### config.mk
export PLATFORM = sky130hd
export DESIGN_NAME = dino_game_ctrl
export DESIGN_NICKNAME = d
export VERILOG_FILES = /design/src/rtl/dino_game_ctrl.sv
export SDC_FILE = /design/constraint.sdc
export NUM_CORES = 1
export LEC_CHECK = 0
export ABC_CLOCK_PERIOD_IN_PS = 3400
export CAP_MARGIN = 20
export CELL_PAD_IN_SITES_DETAIL_PLACEMENT = 1
export CELL_PAD_IN_SITES_GLOBAL_PLACEMENT = 1
export CORE_UTILIZATION = 44
export DETAILED_ROUTE_END_ITERATION = 16
export PLACE_DENSITY = 0.9
export SLEW_MARGIN = 20
export SYNTH_ARGS = -nofsm -noshare
export SYNTH_HDL_FRONTEND = slang
export SYNTH_SLANG_ARGS = --single-unit
### constraint.sdc
create_clock -name clk -period 3.4 [get_ports clk]
set_clock_uncertainty 0.15 [all_clocks]
set_input_delay 0.68 -clock clk [delete_from_list [all_inputs] [get_ports clk]]
set_output_delay 0.68 -clock clk [all_outputs]
set_load 0.02 [all_outputs]
### src/rtl/dino_game_ctrl.sv
// Game-flow controller for the dino runner: start/restart handling through a
// synchronized button, IDLE/RUN/OVER sequencing, game-step pulse generation,
// score counting and speed-level ramp.
module dino_game_ctrl #(
  parameter int unsigned TICK_INIT = 1000,
  parameter int unsigned TICK_MIN  = 200,
  parameter int unsigned TICK_STEP = 100,
  parameter int unsigned LEVEL_PTS = 16,
  parameter int unsigned SCORE_W   = 16
) (
  input  logic               clk,
  input  logic               reset,
  input  logic               jump_button,
  input  logic               collision,
  output logic               game_tick,
  output logic               run,
  output logic               game_over,
  output logic [SCORE_W-1:0] score,
  output logic [2:0]         level
);

  localparam int unsigned PER_W = $clog2(TICK_INIT + 1);
  localparam int unsigned PTS_W = (LEVEL_PTS > 1) ? $clog2(LEVEL_PTS) : 1;

  typedef enum logic [1:0] {IDLE, RUN, OVER} state_t;

  state_t             state;
  logic               sync1, sync2, sync_prev;
  logic               valid1, valid2;
  logic               start;
  logic [PER_W-1:0]   cnt;
  logic [PER_W-1:0]   period;
  logic [PTS_W-1:0]   pts;

  // Button synchronizer and rising-edge detect. sync_prev is held at 1 until
  // the pipeline carries real samples, so a button already high at reset
  // release never looks like a fresh press.
  always_ff @(posedge clk or negedge reset) begin
    if (!reset) begin
      sync1     <= 1'b0;
      sync2     <= 1'b0;
      valid1    <= 1'b0;
      valid2    <= 1'b0;
      sync_prev <= 1'b1;
    end else begin
      sync1     <= jump_button;
      sync2     <= sync1;
      valid1    <= 1'b1;
      valid2    <= valid1;
      sync_prev <= valid2 ? sync2 : 1'b1;
    end
  end

  assign start = sync2 & ~sync_prev;

  // Game FSM with step timer, score, level ramp and registered status outputs.
  always_ff @(posedge clk or negedge reset) begin
    if (!reset) begin
      state     <= IDLE;
      game_tick <= 1'b0;
      run       <= 1'b0;
      game_over <= 1'b0;
      score     <= '0;
      level     <= '0;
      cnt       <= '0;
      period    <= PER_W'(TICK_INIT);
      pts       <= '0;
    end else begin
      game_tick <= 1'b0;
      case (state)
        IDLE: begin
          if (start) begin
            state     <= RUN;
            run       <= 1'b1;
            game_over <= 1'b0;
            score     <= '0;
            level     <= '0;
            cnt       <= '0;
            period    <= PER_W'(TICK_INIT);
            pts       <= '0;
          end
        end
        RUN: begin
          if (collision) begin
            state     <= OVER;
            run       <= 1'b0;
            game_over <= 1'b1;
          end else if (cnt == period - PER_W'(1)) begin
            cnt       <= '0;
            game_tick <= 1'b1;
            // pts tracks score modulo LEVEL_PTS; it stops with the score at
            // saturation so no further level-ups occur.
            if (score != '1) begin
              score <= score + SCORE_W'(1);
              if (pts == PTS_W'(LEVEL_PTS - 1)) begin
                pts <= '0;
                if (level != 3'd7) begin
                  level <= level + 3'd1;
                end
                if (32'(period) >= TICK_MIN + TICK_STEP) begin
                  period <= period - PER_W'(TICK_STEP);
                end else begin
                  period <= PER_W'(TICK_MIN);
                end
              end else begin
                pts <= pts + PTS_W'(1);
              end
            end
          end else begin
            cnt <= cnt + PER_W'(1);
          end
        end
        OVER: begin
          if (start) begin
            state     <= IDLE;
            game_over <= 1'b0;
            run       <= 1'b0;
          end
        end
        default: begin
          state     <= IDLE;
          run       <= 1'b0;
          game_over <= 1'b0;
        end
      endcase
    end
  end

endmodule
---- After elaboration in Yosys (flattened, before gate mapping) ----
Index checks and enable logic that the tools add are counted.
word-level totals
  register bits after elaboration ......... 53
  bits of input ports ..................... 4
  output and inout port bits .............. 22
  logic and storage cells ................. 90
cells by class
  $add $sub $neg .......................... 6
  magnitude comparators ................... 1
  equal/unequal tests ..................... 15
  muxes and demuxes ....................... 43
  bitwise operators ....................... 2
  reduce and logical (&&, ||, !) cells .... 9
operators with widths
  operator                                               number
  2-to-1 mux 10 bit                                      9
  2-to-1 mux 16 bit                                      4
  case mux 10 bit (2 select lines)                       2
  case mux 16 bit (2 select lines)                       1
  2-to-1 mux 4 bit                                       5
  2-to-1 mux 3 bit                                       6
  adder 16 x 1 -> 16 bit (second input constant)         1
  != test 16 bit (second input constant)                 1
  != test 2 bit (second input constant)                  8
  adder 10 x 1 -> 10 bit (second input constant)         1
  == test 10 bit                                         1
  >= comparator 10 x 9 -> 1 bit (second input constant)  1
  subtractor 10 x 1 -> 10 bit (second input constant)    1
  subtractor 10 x 7 -> 10 bit (second input constant)    1
  2-to-1 mux 1 bit                                       8
  case mux 4 bit (2 select lines)                        1
  AND reduction 7 bit                                    1
  2-to-1 mux 2 bit                                       3
  case mux 2 bit (3 select lines)                        1
  case mux 3 bit (2 select lines)                        1
  AND reduction 3 bit                                    2
  AND reduction 6 bit                                    1
  AND reduction 5 bit                                    1
  adder 4 x 1 -> 4 bit (second input constant)           1
  other kinds (14)                                       14

---- Logic depth before layout (Yosys ltp) ----
  depth after elaboration ................. 7
  mapped depth ............................ 12
  gate-level depth less buffers ........... 9

---- Worst setup path before layout ----
Ideal clock, no wire load.
  kind .................................... reg-to-reg
  start ................................... register period[3]
  end ..................................... register cnt[3]
  setup time .............................. 0.087 ns
  arrival time ............................ 2.412 ns
  data required time ...................... 3.163 ns
  slack ................................... 0.752 ns
  cell stages (with the launch flop) ...... 10
  path buffers ............................ 1
  clock period less this slack ............ 2.648 ns
  path through ............................ dfstp_2 > inv_1 > ha_1 > clkbuf_1 > and4_1 > o31ai_1 > a2111oi_4 > or3_1 > or3_1 > o211ai_1
on the way
  longest elaborated chain between the ends .. 5
RTL lines
  element                           line  text
  from (decl)                       32    logic [PER_W-1:0] period;
  from (signal assigned)            66    period <= PER_W'(TICK_INIT);
  from (signal assigned)            79    period <= PER_W'(TICK_INIT);
  from (signal assigned)            101   period <= period - PER_W'(TICK_STEP);
  subtractor 10 x 1 -> 10 bit       88    end else if (cnt == period - PER_W'(1)) begin
  == test 10 bit                    88
  2-to-1 mux 10 bit                 88
  2-to-1 mux 10 bit                 84    if (collision) begin
  case mux 10 bit (2 select lines)  70    case (state)
  to (signal assigned)              110   cnt <= cnt + PER_W'(1);
  to (decl)                         31    logic [PER_W-1:0] cnt;
No other way between the ends. The select of a mux whose other input is x is not followed.
A chain may end at the register's enable or synchronous reset.

---- Final worst setup path ----
  start ................................... register period[4]
  end ..................................... register period[5]
on the way
  longest elaborated chain between the ends .. 7
  elaborated cells between the ends (all ways) .. 12
  classes of those cells .................. add/sub: 2; order compare: 1; eq/ne: 2; mux: 6; reduce/logical: 1
RTL lines
  element                                                                       line      text
  subtractor 10 x 7 -> 10 bit or >= comparator 10 x 9 -> 1 bit (tied branches)  101, 100
  2-to-1 mux 10 bit                                                             100       if (32'(period) >= TICK_MIN + TICK_STEP) begin
  2-to-1 mux 10 bit                                                             95        if (pts == PTS_W'(LEVEL_PTS - 1)) begin
  2-to-1 mux 10 bit                                                             93        if (score != '1) begin
  2-to-1 mux 10 bit                                                             88
  2-to-1 mux 10 bit                                                             84
  case mux 10 bit (2 select lines)                                              70
Parallel ways exist; a longest one is shown, timed or not. The select of a mux whose other input is x is not followed.

==> results.md <==
* Drt wl/cell at 18.3 um
* Syn_area_per_cell at 8.77 um2
* Main combinational cell family by area after synthesis: simple AND/OR/NAND/NOR gates
* Synth Area in Adders at 3.04%
* Period utilization at roughly nine tenths
* Count of different cell masters after synthesis at 47
* CTS root buf: clkbuf_8
* DIE AREA at 6870 um2
* CP startpoint kind: flip-flop
* Number of global-route vias before repair at 2673
* Die width at approximately 83 um
* Multi-input combinational cell area at 1530 um2
* Fmax at 325 MHz
* Met3 Track Usage GR at about 3.2%
* Hold buffers post-CTS at 0
* XOR/XNOR share of the synthesized area at 2.43%
* Residual DRC count at 0
* CP endpoint kind: flip-flop
* GPL Wtd Cong at around 0.83
* Mapped cell area at 2880 um2
* CTS clk-pin slew, worst paths at ~0.10 ns
* Register Area at 1260 um2
* Met1 usage at 30.7%
* Layout Cells excl Fill at roughly 430
* Fraction of final layout cells sized beyond drive strength 1 at 8.73%
* Initial Util at a little under half
* # resized after CTS at 0
* PD cells at 653 nW/um2
* Max VDD drop at 440 uV
* Synth Area in Simple Gates at about 28%
* Worst Tran Pin Value at between 0.7 and 0.8 ns
* Max Buffers Root-to-Sink at 2
* Hold crit path type: in2async
* # rows at 29
* Routed via count at 2660
* Synth Register Bits at 50
* CTS tree: built
* Sequential fraction of the synthesis area at a little over two fifths
* Lkg Pwr at between 1 and 1.5 nW
* Initial DRT Pass Iterations at 4
* Crit path max fanout at 14
* DRT antenna net count at 0
* Clk_lat worst skew at 0.31 ns
* Total GRT Usage at 24.0%
* Total of max-cap violations at 0
* TNS Setup at 0 ns
* WL final at 7890 um
* # IOs at 26
* Critical path class: reg2reg
* Total CTS buffers at 5
* Multiplexer area fraction after synthesis at 1.04%
* Finished Core Util at between 50% and 60%
* Worst slew margin at between 40 and 50%
* Status: finished clean
* Gr ovfl total at 0
* Antenna cell count at 0
* Complex-gate fraction of the synthesized area at 18.3%
* Syn Inst Count at 328
* Asr flop ratio synth at 100%
* Fillers at 777
* DRT iter0 DRCs at 158
* WP data arrival at between 3 and 4 ns
* CTS Sinks at 50
* Yosys top cell by area: dfrtp_1
* Largest net degree at the start of global routing at 29
* Synth top area share at 37.4%
* Slew Limit Fails at 0
* EDFF count, synth at 0
* Met2 track utilization from global routing at 42.0%
* Post-CTS Setup Bufs at 0
* First-pass GRT wire length at 13400 um
* Final setup vio count at 0
* RSZ-0062 raised after global routing: false
* HPWL after detailed placement at 5660 um
* Syn. warnings at 0
* Vias per cell at 6.16
* Worst EP required at 3.51 ns
* PortBufs at 25
* Busiest metal layer after global routing: met2
* Total power at 2.16 mW
* Antenna violations before repair at 0
* Area grow syn2layout at 15.2%
* Largest cells by area after synthesis: dfrtp_1 (37%), nand2_1 (6.9%), dfstp_2 (6.4%), o21ai_0 (5.7%), nand3_1 (3.5%)
* Die H at between 80 and 90 um
* Synth Net Count at around 340
* Final Hold Viols at 0
* Core Box Area at 6310 um2
* CTS H-Tree Depth at 2
* Nets at between 300 and 400
* Placed instance count at ~420
* Period minus WS final at 3.08 ns
* Primary FF master, synth: dfrtp_1
registers in the layout, indices dropped and copies added (netlist names):
name and flops:
sync2 1, game_over 1, valid1 1, game_tick 1, sync1 1, level 3, sync_prev 1, pts 4
state 2, score 16, valid2 1, cnt 10, period 8
cells by family after synthesis:
| family | count (synthesis) |
|---|---|
| AND/OR/NAND/NOR | 158 |
| AO/OA/AOI/OAI | 79 |
| flip-flops | 50 |
| buffers and inverters | 22 |
| XOR/XNOR | 8 |
| adder cells (fa/ha/maj) | 7 |
| multiplexers | 3 |
| other | 1 |
cells in the final DEF (no fill, tap or decap), types with 2 or more instances in the layout:
master,instances
clkbuf_8,5
or3_1,5
xor2_1,3
buf_4,9
nor4_1,4
a211o_1,2
dfrtp_1,43
o211ai_1,4
a22o_1,3
nor2_1,25
and3_1,7
a21oi_1,6
o31ai_1,6
clkdlybuf4s50_1,24
ha_1,7
nand2_1,53
a31oi_1,8
nand2b_1,7
xnor2_1,5
inv_1,7
dfstp_2,7
mux2i_1,3
nand3_1,20
and4_1,2
nand4_1,8
nand3b_1,9
o21ai_0,33
a21o_1,5
or4b_1,3
nor3_1,8
o221ai_1,4
where the power goes:
part | leakage (nW) | switching (mW) | internal (mW)
Clock | 0.0447 | 0.221 | 0.149
Sequential | 0.645 | 0.248 | 0.745
Combinational | 0.659 | 0.452 | 0.348
cells in the mapped netlist, types with 2 or more instances:
cell,number
nor2_1,25
dfrtp_1,43
a21o_1,5
nand3b_1,9
or3_1,5
clkbuf_1,8
o21ai_0,33
and4_1,2
nand2b_1,7
nand4_1,8
o221ai_1,4
dfstp_2,7
inv_1,7
a22o_1,3
mux2i_1,3
xnor2_1,5
and3_1,7
a21oi_1,6
nor3_1,8
o211ai_1,4
nand3_1,20
a31oi_1,8
xor2_1,3
buf_2,6
nor4_1,4
or4b_1,3
a211o_1,2
nand2_1,53
o31ai_1,6
ha_1,7
worst paths after layout:
kind / start / cells past startpoint / endpoint / slack (ns)
max in group asynchronous: reset / 2 / period[3]$_DFFE_PN1P_ / 2.12
worst min register to register: sync1$_DFF_PN0_ / 0 / sync2$_DFF_PN0_ / 0.22
worst min-delay path: reset / 1 / level[1]$_DFFE_PN0P_ / 0.18
worst max-delay path: period[4]$_DFFE_PN0P_ / 8 / period[5]$_DFFE_PN1P_ / 0.32
worst max register to register: period[4]$_DFFE_PN0P_ / 8 / period[5]$_DFFE_PN1P_ / 0.32
min in group clk: sync1$_DFF_PN0_ / 0 / sync2$_DFF_PN0_ / 0.22
critical path: stages (launching register included):
cell	delay (ns)
dfrtp_1	0.51
nor3_1	0.50
xnor2_1	0.18
o2111ai_1	0.17
a2111oi_4	0.56
o21ai_2	0.25
buf_4	0.24
nor2_1	0.24
a22o_1	0.22
through the flow:
step	cell area [um2]	setup WS (ns)	hold slack [ns]
6_report	3310	0.323	0.178
5_1_grt	3310	0.139	0.217
4_1_cts	3310	0.187	0.177
3_5_place_dp	3220	0.254	0.196
3_3_place_gp	3220	0.320	0.182
2_1_floorplan	2880	0.752	0.181
layout make-up:
type                       instances  area share, %
sequential                        50           38.0
clock buffer                       5           2.08
multi-input combinational        256           46.0
inverter                           7          0.793
tap                               77           2.91
timing repair buffer              34           9.44
clock inverter                     3          0.755
layer usage:
metal,up-vias,share of wire [%]
li1,1247,-
met1,1348,44
met2,55,51
met3,10,3.0
met4,0,1.3
met5,-,0
Power figures use the tool's default switching activity.
